`src/rtl/uart_pkg.sv`:
```
// Shared FSM encodings and oversampling constants for uart_xcvr_fifo.
// The PARITY states exist only when UART_XCVR_PARITY_EN is defined.
package uart_pkg;

  localparam int unsigned OVERSAMPLE = 16;
  localparam int unsigned MID_SAMPLE = 8;

  typedef enum logic [2:0] {
    TX_IDLE,
    TX_START,
    TX_DATA,
`ifdef UART_XCVR_PARITY_EN
    TX_PARITY,
`endif
    TX_STOP
  } tx_state_t;

  typedef enum logic [2:0] {
    RX_IDLE,
    RX_START,
    RX_DATA,
`ifdef UART_XCVR_PARITY_EN
    RX_PARITY,
`endif
    RX_STOP,
    RX_BREAK
  } rx_state_t;

endpackage

```
`src/rtl/uart_sync_fifo.sv`:
```
// Synchronous first-word fall-through FIFO; a push while full is dropped and
// a pop while empty is ignored. The output reads 0 whenever the FIFO is empty.
module uart_sync_fifo #(
  parameter int unsigned WIDTH = 8,
  parameter int unsigned DEPTH = 16
) (
  input  logic                         clk,
  input  logic                         rst,
  input  logic                         push,
  input  logic                         pop,
  input  logic [WIDTH-1:0]             din,
  output logic [WIDTH-1:0]             dout,
  output logic                         full,
  output logic                         empty,
  output logic [$clog2(DEPTH+1)-1:0]   level
);

  localparam int unsigned AW = (DEPTH > 1) ? $clog2(DEPTH) : 1;
  localparam int unsigned LW = $clog2(DEPTH + 1);

  logic [WIDTH-1:0] mem [DEPTH];
  logic [AW-1:0]    wr_ptr;
  logic [AW-1:0]    rd_ptr;
  logic             do_push;
  logic             do_pop;

  assign full    = (level == LW'(DEPTH));
  assign empty   = (level == '0);
  assign do_push = push && !full;
  assign do_pop  = pop && !empty;
  assign dout    = empty ? '0 : mem[rd_ptr];

  always_ff @(posedge clk) begin
    if (rst) begin
      wr_ptr <= '0;
      rd_ptr <= '0;
      level  <= '0;
    end else begin
      if (do_push) wr_ptr <= wr_ptr + AW'(1);
      if (do_pop)  rd_ptr <= rd_ptr + AW'(1);
      if (do_push && !do_pop)      level <= level + LW'(1);
      else if (!do_push && do_pop) level <= level - LW'(1);
    end
  end

  always_ff @(posedge clk) begin
    if (do_push) mem[wr_ptr] <= din;
  end

endmodule

```
`src/rtl/uart_xcvr_fifo.sv`:
```
// UART transceiver with 16x oversampled receiver and TX/RX FIFOs.
// Define UART_XCVR_PARITY_EN to add one even-parity bit per character.
module uart_xcvr_fifo
  import uart_pkg::*;
#(
  parameter  int unsigned DATA_BITS  = 8,
  parameter  int unsigned FIFO_DEPTH = 16,
  localparam int unsigned LW         = $clog2(FIFO_DEPTH + 1)
) (
  input  logic                 sys_clk,
  input  logic                 sys_rst,
  input  logic [15:0]          divisor,
  input  logic                 uart_rx,
  output logic                 uart_tx,
  input  logic [DATA_BITS-1:0] tx_data,
  input  logic                 tx_wr,
  output logic                 tx_full,
  output logic [LW-1:0]        tx_level,
  output logic                 tx_busy,
  output logic                 tx_done,
  output logic [DATA_BITS-1:0] rx_data,
  input  logic                 rx_rd,
  output logic                 rx_empty,
  output logic [LW-1:0]        rx_level,
  output logic                 rx_done,
  output logic                 frame_err,
  output logic                 overrun,
  output logic                 parity_err
);

  localparam logic [3:0] LAST_TICK = 4'(OVERSAMPLE - 1);
  localparam logic [3:0] MID_TICK  = 4'(MID_SAMPLE - 1);
  localparam logic [2:0] LAST_BIT  = 3'(DATA_BITS - 1);

  logic [15:0] tick_cnt;
  logic        tick;

  assign tick = (tick_cnt == '0) && (divisor != '0);

  always_ff @(posedge sys_clk) begin
    if (sys_rst)              tick_cnt <= '0;
    else if (divisor != '0)   tick_cnt <= (tick_cnt == '0) ? divisor - 16'd1 : tick_cnt - 16'd1;
  end

  // ---------------- transmitter ----------------
  logic                 tx_pop, tx_empty;
  logic [DATA_BITS-1:0] tx_head;

  uart_sync_fifo #(.WIDTH(DATA_BITS), .DEPTH(FIFO_DEPTH)) u_tx_fifo (
    .clk(sys_clk), .rst(sys_rst), .push(tx_wr), .pop(tx_pop), .din(tx_data),
    .dout(tx_head), .full(tx_full), .empty(tx_empty), .level(tx_level)
  );

  tx_state_t            tx_state, tx_state_n;
  logic [3:0]           tx_ticks, tx_ticks_n;
  logic [2:0]           tx_idx, tx_idx_n;
  logic [DATA_BITS-1:0] tx_sh, tx_sh_n;
  logic                 tx_line_n, tx_done_n, tx_bit_end;
`ifdef UART_XCVR_PARITY_EN
  logic                 tx_par, tx_par_n;
`endif

  assign tx_busy    = (tx_state != TX_IDLE);
  assign tx_bit_end = tick && (tx_ticks == LAST_TICK);

  always_ff @(posedge sys_clk) begin
    if (sys_rst) begin
      tx_state <= TX_IDLE;
      tx_ticks <= '0;
      tx_idx   <= '0;
      tx_sh    <= '0;
      uart_tx  <= 1'b1;
      tx_done  <= 1'b0;
`ifdef UART_XCVR_PARITY_EN
      tx_par   <= 1'b0;
`endif
    end else begin
      tx_state <= tx_state_n;
      tx_ticks <= tx_ticks_n;
      tx_idx   <= tx_idx_n;
      tx_sh    <= tx_sh_n;
      uart_tx  <= tx_line_n;
      tx_done  <= tx_done_n;
`ifdef UART_XCVR_PARITY_EN
      tx_par   <= tx_par_n;
`endif
    end
  end

  always_comb begin
    tx_state_n = tx_state;
    tx_ticks_n = tx_ticks;
    tx_idx_n   = tx_idx;
    tx_sh_n    = tx_sh;
    tx_line_n  = uart_tx;
    tx_done_n  = 1'b0;
    tx_pop     = 1'b0;
`ifdef UART_XCVR_PARITY_EN
    tx_par_n   = tx_par;
`endif
    // 4-bit tick counter wraps to 0 exactly at each bit boundary
    if (tx_state != TX_IDLE && tick) tx_ticks_n = tx_ticks + 4'd1;
    unique case (tx_state)
      TX_IDLE: begin
        if (!tx_empty) begin
          tx_pop     = 1'b1;
          tx_ticks_n = '0;
          tx_line_n  = 1'b0;
          tx_state_n = TX_START;
        end
      end
      TX_START: begin
        if (tx_bit_end) begin
          tx_line_n  = tx_sh[0];
          tx_idx_n   = '0;
          tx_state_n = TX_DATA;
        end
      end
      TX_DATA: begin
        if (tx_bit_end) begin
          if (tx_idx == LAST_BIT) begin
`ifdef UART_XCVR_PARITY_EN
            tx_line_n  = tx_par;
            tx_state_n = TX_PARITY;
`else
            tx_line_n  = 1'b1;
            tx_state_n = TX_STOP;
`endif
          end else begin
            tx_sh_n   = tx_sh >> 1;
            tx_line_n = tx_sh[1];
            tx_idx_n  = tx_idx + 3'd1;
          end
        end
      end
`ifdef UART_XCVR_PARITY_EN
      TX_PARITY: begin
        if (tx_bit_end) begin
          tx_line_n  = 1'b1;
          tx_state_n = TX_STOP;
        end
      end
`endif
      TX_STOP: begin
        if (tx_bit_end) begin
          tx_done_n = 1'b1;
          if (!tx_empty) begin
            tx_pop     = 1'b1;
            tx_line_n  = 1'b0;
            tx_state_n = TX_START;
          end else begin
            tx_state_n = TX_IDLE;
          end
        end
      end
      default: tx_state_n = TX_IDLE;
    endcase
    if (tx_pop) begin
      tx_sh_n = tx_head;
`ifdef UART_XCVR_PARITY_EN
      tx_par_n = ^tx_head;
`endif
    end
  end

  // ---------------- receiver ----------------
  logic [1:0]           rx_sync;
  logic                 rx_s;
  rx_state_t            rx_state, rx_state_n;
  logic [3:0]           rx_ticks, rx_ticks_n;
  logic [2:0]           rx_idx, rx_idx_n;
  logic [DATA_BITS-1:0] rx_sh, rx_sh_n;
  logic                 rx_push, rx_full, rx_bit_end, par_ok;
  logic                 rx_done_n, frame_err_n, overrun_n;

  assign rx_s       = rx_sync[1];
  assign rx_bit_end = tick && (rx_ticks == LAST_TICK);

  uart_sync_fifo #(.WIDTH(DATA_BITS), .DEPTH(FIFO_DEPTH)) u_rx_fifo (
    .clk(sys_clk), .rst(sys_rst), .push(rx_push), .pop(rx_rd), .din(rx_sh),
    .dout(rx_data), .full(rx_full), .empty(rx_empty), .level(rx_level)
  );

`ifdef UART_XCVR_PARITY_EN
  logic rx_par_bad, rx_par_bad_n, parity_err_n;
  assign par_ok = !rx_par_bad;

  always_ff @(posedge sys_clk) begin
    if (sys_rst) begin
      rx_par_bad <= 1'b0;
      parity_err <= 1'b0;
    end else begin
      rx_par_bad <= rx_par_bad_n;
      parity_err <= parity_err_n;
    end
  end
`else
  assign par_ok     = 1'b1;
  assign parity_err = 1'b0;
`endif

  always_ff @(posedge sys_clk) begin
    if (sys_rst) begin
      rx_sync   <= 2'b11;
      rx_state  <= RX_IDLE;
      rx_ticks  <= '0;
      rx_idx    <= '0;
      rx_sh     <= '0;
      rx_done   <= 1'b0;
      frame_err <= 1'b0;
      overrun   <= 1'b0;
    end else begin
      rx_sync   <= {rx_sync[0], uart_rx};
      rx_state  <= rx_state_n;
      rx_ticks  <= rx_ticks_n;
      rx_idx    <= rx_idx_n;
      rx_sh     <= rx_sh_n;
      rx_done   <= rx_done_n;
      frame_err <= frame_err_n;
      overrun   <= overrun_n;
    end
  end

  always_comb begin
    rx_state_n  = rx_state;
    rx_ticks_n  = rx_ticks;
    rx_idx_n    = rx_idx;
    rx_sh_n     = rx_sh;
    rx_push     = 1'b0;
    rx_done_n   = 1'b0;
    frame_err_n = 1'b0;
    overrun_n   = 1'b0;
`ifdef UART_XCVR_PARITY_EN
    rx_par_bad_n = rx_par_bad;
    parity_err_n = 1'b0;
`endif
    if (rx_state != RX_IDLE && rx_state != RX_BREAK && tick) rx_ticks_n = rx_ticks + 4'd1;
    unique case (rx_state)
      RX_IDLE: begin
        if (!rx_s) begin
          rx_ticks_n = '0;
          rx_state_n = RX_START;
        end
      end
      RX_START: begin
        // re-check at mid start bit; realigns later samples to mid-bit
        if (tick && rx_ticks == MID_TICK) begin
          rx_ticks_n = '0;
          rx_idx_n   = '0;
          rx_state_n = rx_s ? RX_IDLE : RX_DATA;
        end
      end
      RX_DATA: begin
        if (rx_bit_end) begin
          rx_sh_n = {rx_s, rx_sh[DATA_BITS-1:1]};
          if (rx_idx == LAST_BIT) begin
`ifdef UART_XCVR_PARITY_EN
            rx_state_n = RX_PARITY;
`else
            rx_state_n = RX_STOP;
`endif
          end else begin
            rx_idx_n = rx_idx + 3'd1;
          end
        end
      end
`ifdef UART_XCVR_PARITY_EN
      RX_PARITY: begin
        if (rx_bit_end) begin
          rx_par_bad_n = rx_s ^ (^rx_sh);
          rx_state_n   = RX_STOP;
        end
      end
`endif
      RX_STOP: begin
        if (rx_bit_end) begin
          rx_state_n = RX_IDLE;
          if (!rx_s) begin
            frame_err_n = 1'b1;
            rx_state_n  = RX_BREAK;
          end else if (!par_ok) begin
`ifdef UART_XCVR_PARITY_EN
            parity_err_n = 1'b1;
`endif
          end else if (rx_full) begin
            overrun_n = 1'b1;
          end else begin
            rx_push   = 1'b1;
            rx_done_n = 1'b1;
          end
        end
      end
      RX_BREAK: begin
        if (rx_s) rx_state_n = RX_IDLE;
      end
      default: rx_state_n = RX_IDLE;
    endcase
  end

endmodule

```
`config.mk`:
```
export PLATFORM = sky130hd
export DESIGN_NAME = uart_xcvr_fifo
export DESIGN_NICKNAME = d
export VERILOG_FILES = /design/src/rtl/uart_pkg.sv /design/src/rtl/uart_sync_fifo.sv /design/src/rtl/uart_xcvr_fifo.sv
export SDC_FILE = /design/constraint.sdc
export NUM_CORES = 1
export LEC_CHECK = 0
export ABC_AREA = 1
export ABC_CLOCK_PERIOD_IN_PS = 3800
export CAP_MARGIN = 20
export CORE_UTILIZATION = 55
export CTS_CLUSTER_DIAMETER = 150
export DETAILED_ROUTE_END_ITERATION = 10
export PLACE_DENSITY = 0.76
export SLEW_MARGIN = 20
export SYNTH_ARGS = -nofsm -noshare
export SYNTH_HDL_FRONTEND = slang
export SYNTH_SLANG_ARGS = --single-unit
```
`constraint.sdc`:
```
create_clock -name sys_clk -period 3.8 [get_ports sys_clk]
set_clock_uncertainty 0.2 [all_clocks]
set_input_delay 1.14 -clock sys_clk [delete_from_list [all_inputs] [get_ports sys_clk]]
set_output_delay 1.14 -clock sys_clk [all_outputs]
set_load 0.005 [all_outputs]
```
After elaboration in Yosys (flattened, before gate mapping)
Memory sizes are Yosys's and may differ from the RTL's. A register that Yosys moved wholly into a read port is not among the register bits.
Index checks and enable logic that the tools add are counted.

word-level totals
  flip-flop bits (word level) = 85
  bits in latches = 0
  memory bits (writable) = 256
  memory bits (read-only) = 0
  bits of input ports = 29
  output and inout bits = 27
  logic and storage cells = 184
  memories kept = 2

operators by class
  add/subtract/negate cells = 14
  multiply operators = 0
  div/mod/pow operators = 0
  $lt $le $gt $ge = 0
  equal/unequal tests = 29
  shift operators = 0
  mux-type cells = 66
  bitwise operators = 4
  reduce and logical (&&, ||, !) cells = 48

memories
  memory         depth  width  rd ports  clocked after memory_dff  wr ports  line                  source
  u_rx_fifo.mem  16     8      1         1                         1         uart_sync_fifo.sv:21  logic [WIDTH-1:0] mem [DEPTH];
  u_tx_fifo.mem  16     8      1         1                         1         uart_sync_fifo.sv:21

operators with widths
  operator               number
  $mux 3                 18
  $mux 8                 6
  $mux 4                 10
  $sub 16x1->16 const B  2
  $ne 2x2->1 const B     13
  $add 4x1->4 const B    6
  $mux 5                 4
  $mux 1                 19
  $logic_not 16->1       1
  $mux 16                1
  $reduce_bool 16->1     1
  $logic_and 1x1->1      15
  $pmux 3 s5             1
  $eq 3x2->1 const B     4
  $pmux 3 s2             2
  $pmux 3 s4             1
  $reduce_and 4->1       3
  $reduce_bool 2->1      6
  $add 5x1->5 const B    2
  $eq 5x5->1 const B     2
  $logic_not 5->1        2
  $sub 5x1->5 const B    2
  $eq 3x3->1 const B     3
  $eq 4x4->1 const B     2
  other kinds (21)       35

Longest topological paths before layout
  depth after elaboration = 10
  mapped depth = 19
  depth with buffers taken out = 19

By module
A second synthesis with hierarchy kept.

unflattened totals
  cells, all modules = 1606
  area total of the unflattened synthesis = 15573.7 µm²

by module, submodules not included
  module          instances  cells an instance  area an instance (µm²)  sequential area each (µm²)
  uart_sync_fifo  2          547                6080.8                  4184.0
  uart_xcvr_fifo  1          512                3412.0                  1161.1

Worst setup path before layout
Ideal clock, no wire load.

  kind = input to register
  from = in divisor[2]
  to = reg u_rx_fifo.level[4]
  setup time = 0.119 ns
  arrival = 3.399 ns
  required time = 3.481 ns
  path slack = 0.082 ns
  stages = 19
  path buffers = 1
  path through = inv_1 > nand4_1 > nor2_1 > nand2_1 > buf_2 > nand4_2 > inv_2 > nand3_2 > nor2_8 > ha_1 > inv_1 > fa_1 > a21o_1 > a21oi_1 > nor2_1 > nor2_1 > nand2_1 > o21ai_0 > a21oi_1

on the way
  word-level cells in the longest chain between the ends = 9
  elaborated cells between the ends (all ways) = 11
  those cells by class = mux: 3; reduce/logical: 8

ends and longest elaborated chain
  what                                line                   source
  start: declaration                  uart_xcvr_fifo.sv:12   input logic [15:0] divisor,
  $reduce_bool 16->1 (*)              uart_xcvr_fifo.sv:38   assign tick = (tick_cnt == '0) && (divisor != '0);
  $logic_and 1x1->1 (*)               uart_xcvr_fifo.sv:38
  $logic_and 1x1->1 (*)               uart_xcvr_fifo.sv:177  assign rx_bit_end = tick && (rx_ticks == LAST_TICK);
  $mux 1 (*)                          uart_xcvr_fifo.sv:276  if (rx_bit_end) begin
  $mux 1 (*)                          uart_xcvr_fifo.sv:238  unique case (rx_state)
  $logic_and 1x1->1 (*)               uart_sync_fifo.sv:29   assign do_push = push && !full;
  via u_rx_fifo.do_push               uart_sync_fifo.sv:24   logic do_push;
  $logic_not 1->1                     uart_sync_fifo.sv:42   else if (!do_push && do_pop) level <= level - LW'(1);
  $logic_and 1x1->1                   uart_sync_fifo.sv:42
  $reduce_bool 2->1 (no source line)  n/a
  end signal: assignment              uart_sync_fifo.sv:41   if (do_push && !do_pop) level <= level + LW'(1);
  end signal: assignment              uart_sync_fifo.sv:42
  end: declaration                    uart_sync_fifo.sv:15   output logic [$clog2(DEPTH+1)-1:0] level

The timed path passes the listed nets; every way through them passes the cells marked *.
A chain may end at the register's enable or synchronous reset.

==> impl_metrics.toml <==
[grt]
grt_max_degree = 65
use_met3_pct = 3.214
antenna_found_initial = 0
gr-usage-met1_pct = 33.30
grt-busiest-layer = "met2"
grt_pass1_vias = 10650
grt_use_total_pct = 24.91
grt_pass1_wl_um = 55040
gr-total-overflow = 0
met2_usage_pct = 42.37

[timing]
post-route-period-util_pct = 98.46
rsz0062_at_grt = "false"
hold_viol_final = 0
fin_crit_ns = 3.742
tightest_slew_ns = 0.9682
maxSlewHeadroom_pct = 35.38
fin_tns_setup_ns = 0
slew_violations = 0
setup_viol = 0
fin_ws_ns = 0.05846
fmax_mhz = 267.3

[power]
power_density_nw_per_um2 = 693.9
ir_drop_uv = 499.0
leakage_nw = 7.116

[yosys]
ys_top_cells_by_count = "nor2_1, edfxtp_1, o21ai_0"
synth_nets = 1516
ys_warn_count = 0
synth_seq_cells = 348
syn_area_um2 = 15000
yosysSeqAreaShare_pct = 63.53
synth.avg_cell_area_um2 = 10.31
async_flop_share_pct = 0
yosys-top-cells-area = "edfxtp_1, dfxtp_1, nor2_1, o21ai_0, nand2_1"
synth_top_area_cell = "edfxtp_1"
ys_types = 44
yosysTopAreaCellShare_pct = 51.25
synth_ff_type = "edfxtp_1"
synth_edf_count = 256
yosysMostFrequentCell = "nor2_1"
netlist_instances = 1455

[worst_hold_path]
hp-class = "flop to flop"

[detailed_routing]
vias_per_cell = 5.770
totalWireLength_um = 35150
antenna_left = 0
dr.pass1.iters = 5
vias = 11150
drt_iter0_drc = 1181
drc_errors = 0
wire_per_inst_um = 18.19

[worst_setup_path]
critPathKind = "flop to primary output"
crit_arrival_ns = 2.40
startpoint_type = "flop"
cp-end-kind = "primary output"
reg2reg_depth = 19
rr_startpoint = "tick_cnt[12]$_SDFFE_PP0N_"
path_max_fanout = 16
crit_required_ns = 2.46
critPathMaxStageDelay_ns = 0.51
setup.worst_path.end = "rx_data[7]"
r2r_slack_ns = 0.45
crit_chain = "buf_12 > o21ai_0 > o221ai_1 > nand3_1 > a21oi_2 > clkdlybuf4s50_1"
cp_slowest_cell = "clkdlybuf4s50_1"
reg2reg_to = "u_rx_fifo.level[4]$_SDFFE_PP0P_"

[clock_tree]
cts_root_buf = "clkbuf_16"
cts_buffer_depth = 3
clkSinkCount = 348
htree_levels = 2
path_clk_slew_ns = 0.06
cts_tree = "built"
clk_latency_ns = 0.53
cts_buffers = 36
cts_hold_buf = 0

[job]
max-cap-violations = 0

[final_layout]
diodes = 0
fin_nets = 1628
syn_to_final_growth_pct = 18.05
drive_gt1_share_pct = 11.68
fin_util_pct = 65.88

[place]
dp_hpwl_um = 21600
pre_cts_ws_ns = -0.3975
globalplace.congestion = 0.8716
numPortBuffers = 54

[floorplanning]
ios = 56
dieArea_um2 = 27940
fp.dieW_um = 167.1
row_count = 60
core-area_um2 = 26880
die_h_um = 167.1
initial_core_util_pct = 55.81

[run_status]
status = "completed"
-- report_power, final --
| group | leakage [nW] | internal [mW] | switching [mW] |
|---|---|---|---|
| clock | 0.558 | 1.96 | 1.38 |
| sequential | 3.40 | 4.32 | 0.232 |
| combinational | 3.16 | 1.63 | 2.76 |
| total | 7.12 | 7.91 | 4.38 |
-- cells in the final DEF, fill, tap and decap left out, types with 3 or more instances in the layout --
cell and n:
inv_2 5, nand4_1 7, clkbuf_1 6, inv_1 117, xor2_1 8, nor2_4 3, nand3_1 79, nand2_2 7
clkinv_2 9, a21oi_1 59, o211ai_1 9, dlymetal6s2s_1 8, a21oi_2 7, nand3_2 3, clkbuf_16 41, buf_4 74
or2_2 3, ha_1 30, o21ai_0 179, o21ai_1 14, clkinv_1 6, buf_12 3, nand2_1 135, clkdlybuf4s50_1 46
o221ai_2 3, nor2_1 271, dfxtp_1 89, nor2_2 7, edfxtp_1 256, xnor2_1 4, nor3_1 6, o22ai_1 17
o221ai_1 45
-- routing by layer --
| layer | vias up | part of all wire, % |
|---|---|---|
| met5 | - | 0 |
| met1 | 5320 | 41 |
| met2 | 434 | 49 |
| met4 | 0 | 2.8 |
| met3 | 74 | 6.4 |
| li1 | 5326 | - |
-- worst min-delay path by stage --
| stage | cells after the start | startpoint | endpoint |
|---|---|---|---|
| 4_1_cts | 1 | rx_sync[0]$_SDFF_PP1_ | rx_sync[1]$_SDFF_PP1_ |
| 6_report | 1 | rx_sync[0]$_SDFF_PP1_ | rx_sync[1]$_SDFF_PP1_ |
| 5_1_grt | 1 | rx_sync[0]$_SDFF_PP1_ | rx_sync[1]$_SDFF_PP1_ |
| 3_5_place_dp | 1 | rx_sync[0]$_SDFF_PP1_ | rx_sync[1]$_SDFF_PP1_ |
| 2_1_floorplan | 1 | rx_sync[0]$_SDFF_PP1_ | rx_sync[1]$_SDFF_PP1_ |
| 3_3_place_gp | 1 | rx_sync[0]$_SDFF_PP1_ | rx_sync[1]$_SDFF_PP1_ |
-- sequential cells by signal (all words and copies together) (netlist names), 5 cells and up, named ones only --
| signal | cells |
|---|---|
| rx_sh | 8 |
| tick_cnt | 16 |
| tx_sh | 8 |
| u_rx_fifo.level | 5 |
| u_rx_fifo.mem | 128 |
| u_tx_fifo.level | 5 |
| u_tx_fifo.mem | 128 |
-- critical path: cells and delay by family (launching register included) --
| family | cells | cell delay (ns) |
|---|---|---|
| buf+inv | 2 | 0.69 |
| compound gates | 3 | 0.56 |
| flops | 1 | 0.46 |
| simple gates | 1 | 0.17 |
-- metrics by stage --
step                      hold slack [ns]  cells  cell area, um^2  power, mW
after global routing               0.2448   1933            17710      13.06
after global placement             0.1963   1862            16320      8.548
after floorplan                    0.1895   1455            15000      7.434
after detailed placement           0.2005   1862            16320      8.669
final                              0.2154   1933            17710      12.29
after CTS                          0.2170   1927            17510      12.10
-- timing repair --
item	CTS	global route
setup endpoints to repair	8	11
resized for setup	6	33
buffers inserted	0	2
gates cloned	2	4
pin swaps	2	16
-- kinds of logic (layout without fill, tap and decap cells) --
| group | Yosys count | after routing | synth area share [%] |
|---|---|---|---|
| buffers and inverters | 191 | 328 | 4.913 |
| adders and majority gates | 32 | 32 | 2.769 |
| other | 1 | 1 | 0.02500 |
| and+or+nand+nor | 528 | 528 | 14.93 |
| AOI/OAI and AO/OA | 342 | 342 | 13.06 |
| DFF | 348 | 348 | 63.53 |
| muxes | 1 | 1 | 0.06674 |
| xor gates and xnor gates | 12 | 12 | 0.7007 |
-- layout make-up --
| cell class | count | area, um^2 |
|---|---|---|
| clock buffer | 45 | 975.9 |
| clock inverter | 18 | 142.6 |
| fill | 1983 | 9169 |
| inverter | 127 | 491.7 |
| multi-input combinational | 916 | 4791 |
| sequential | 348 | 9538 |
| tap | 341 | 426.7 |
| timing repair buffer | 138 | 1341 |
Note: power is estimated with default switching activity, not from simulation.
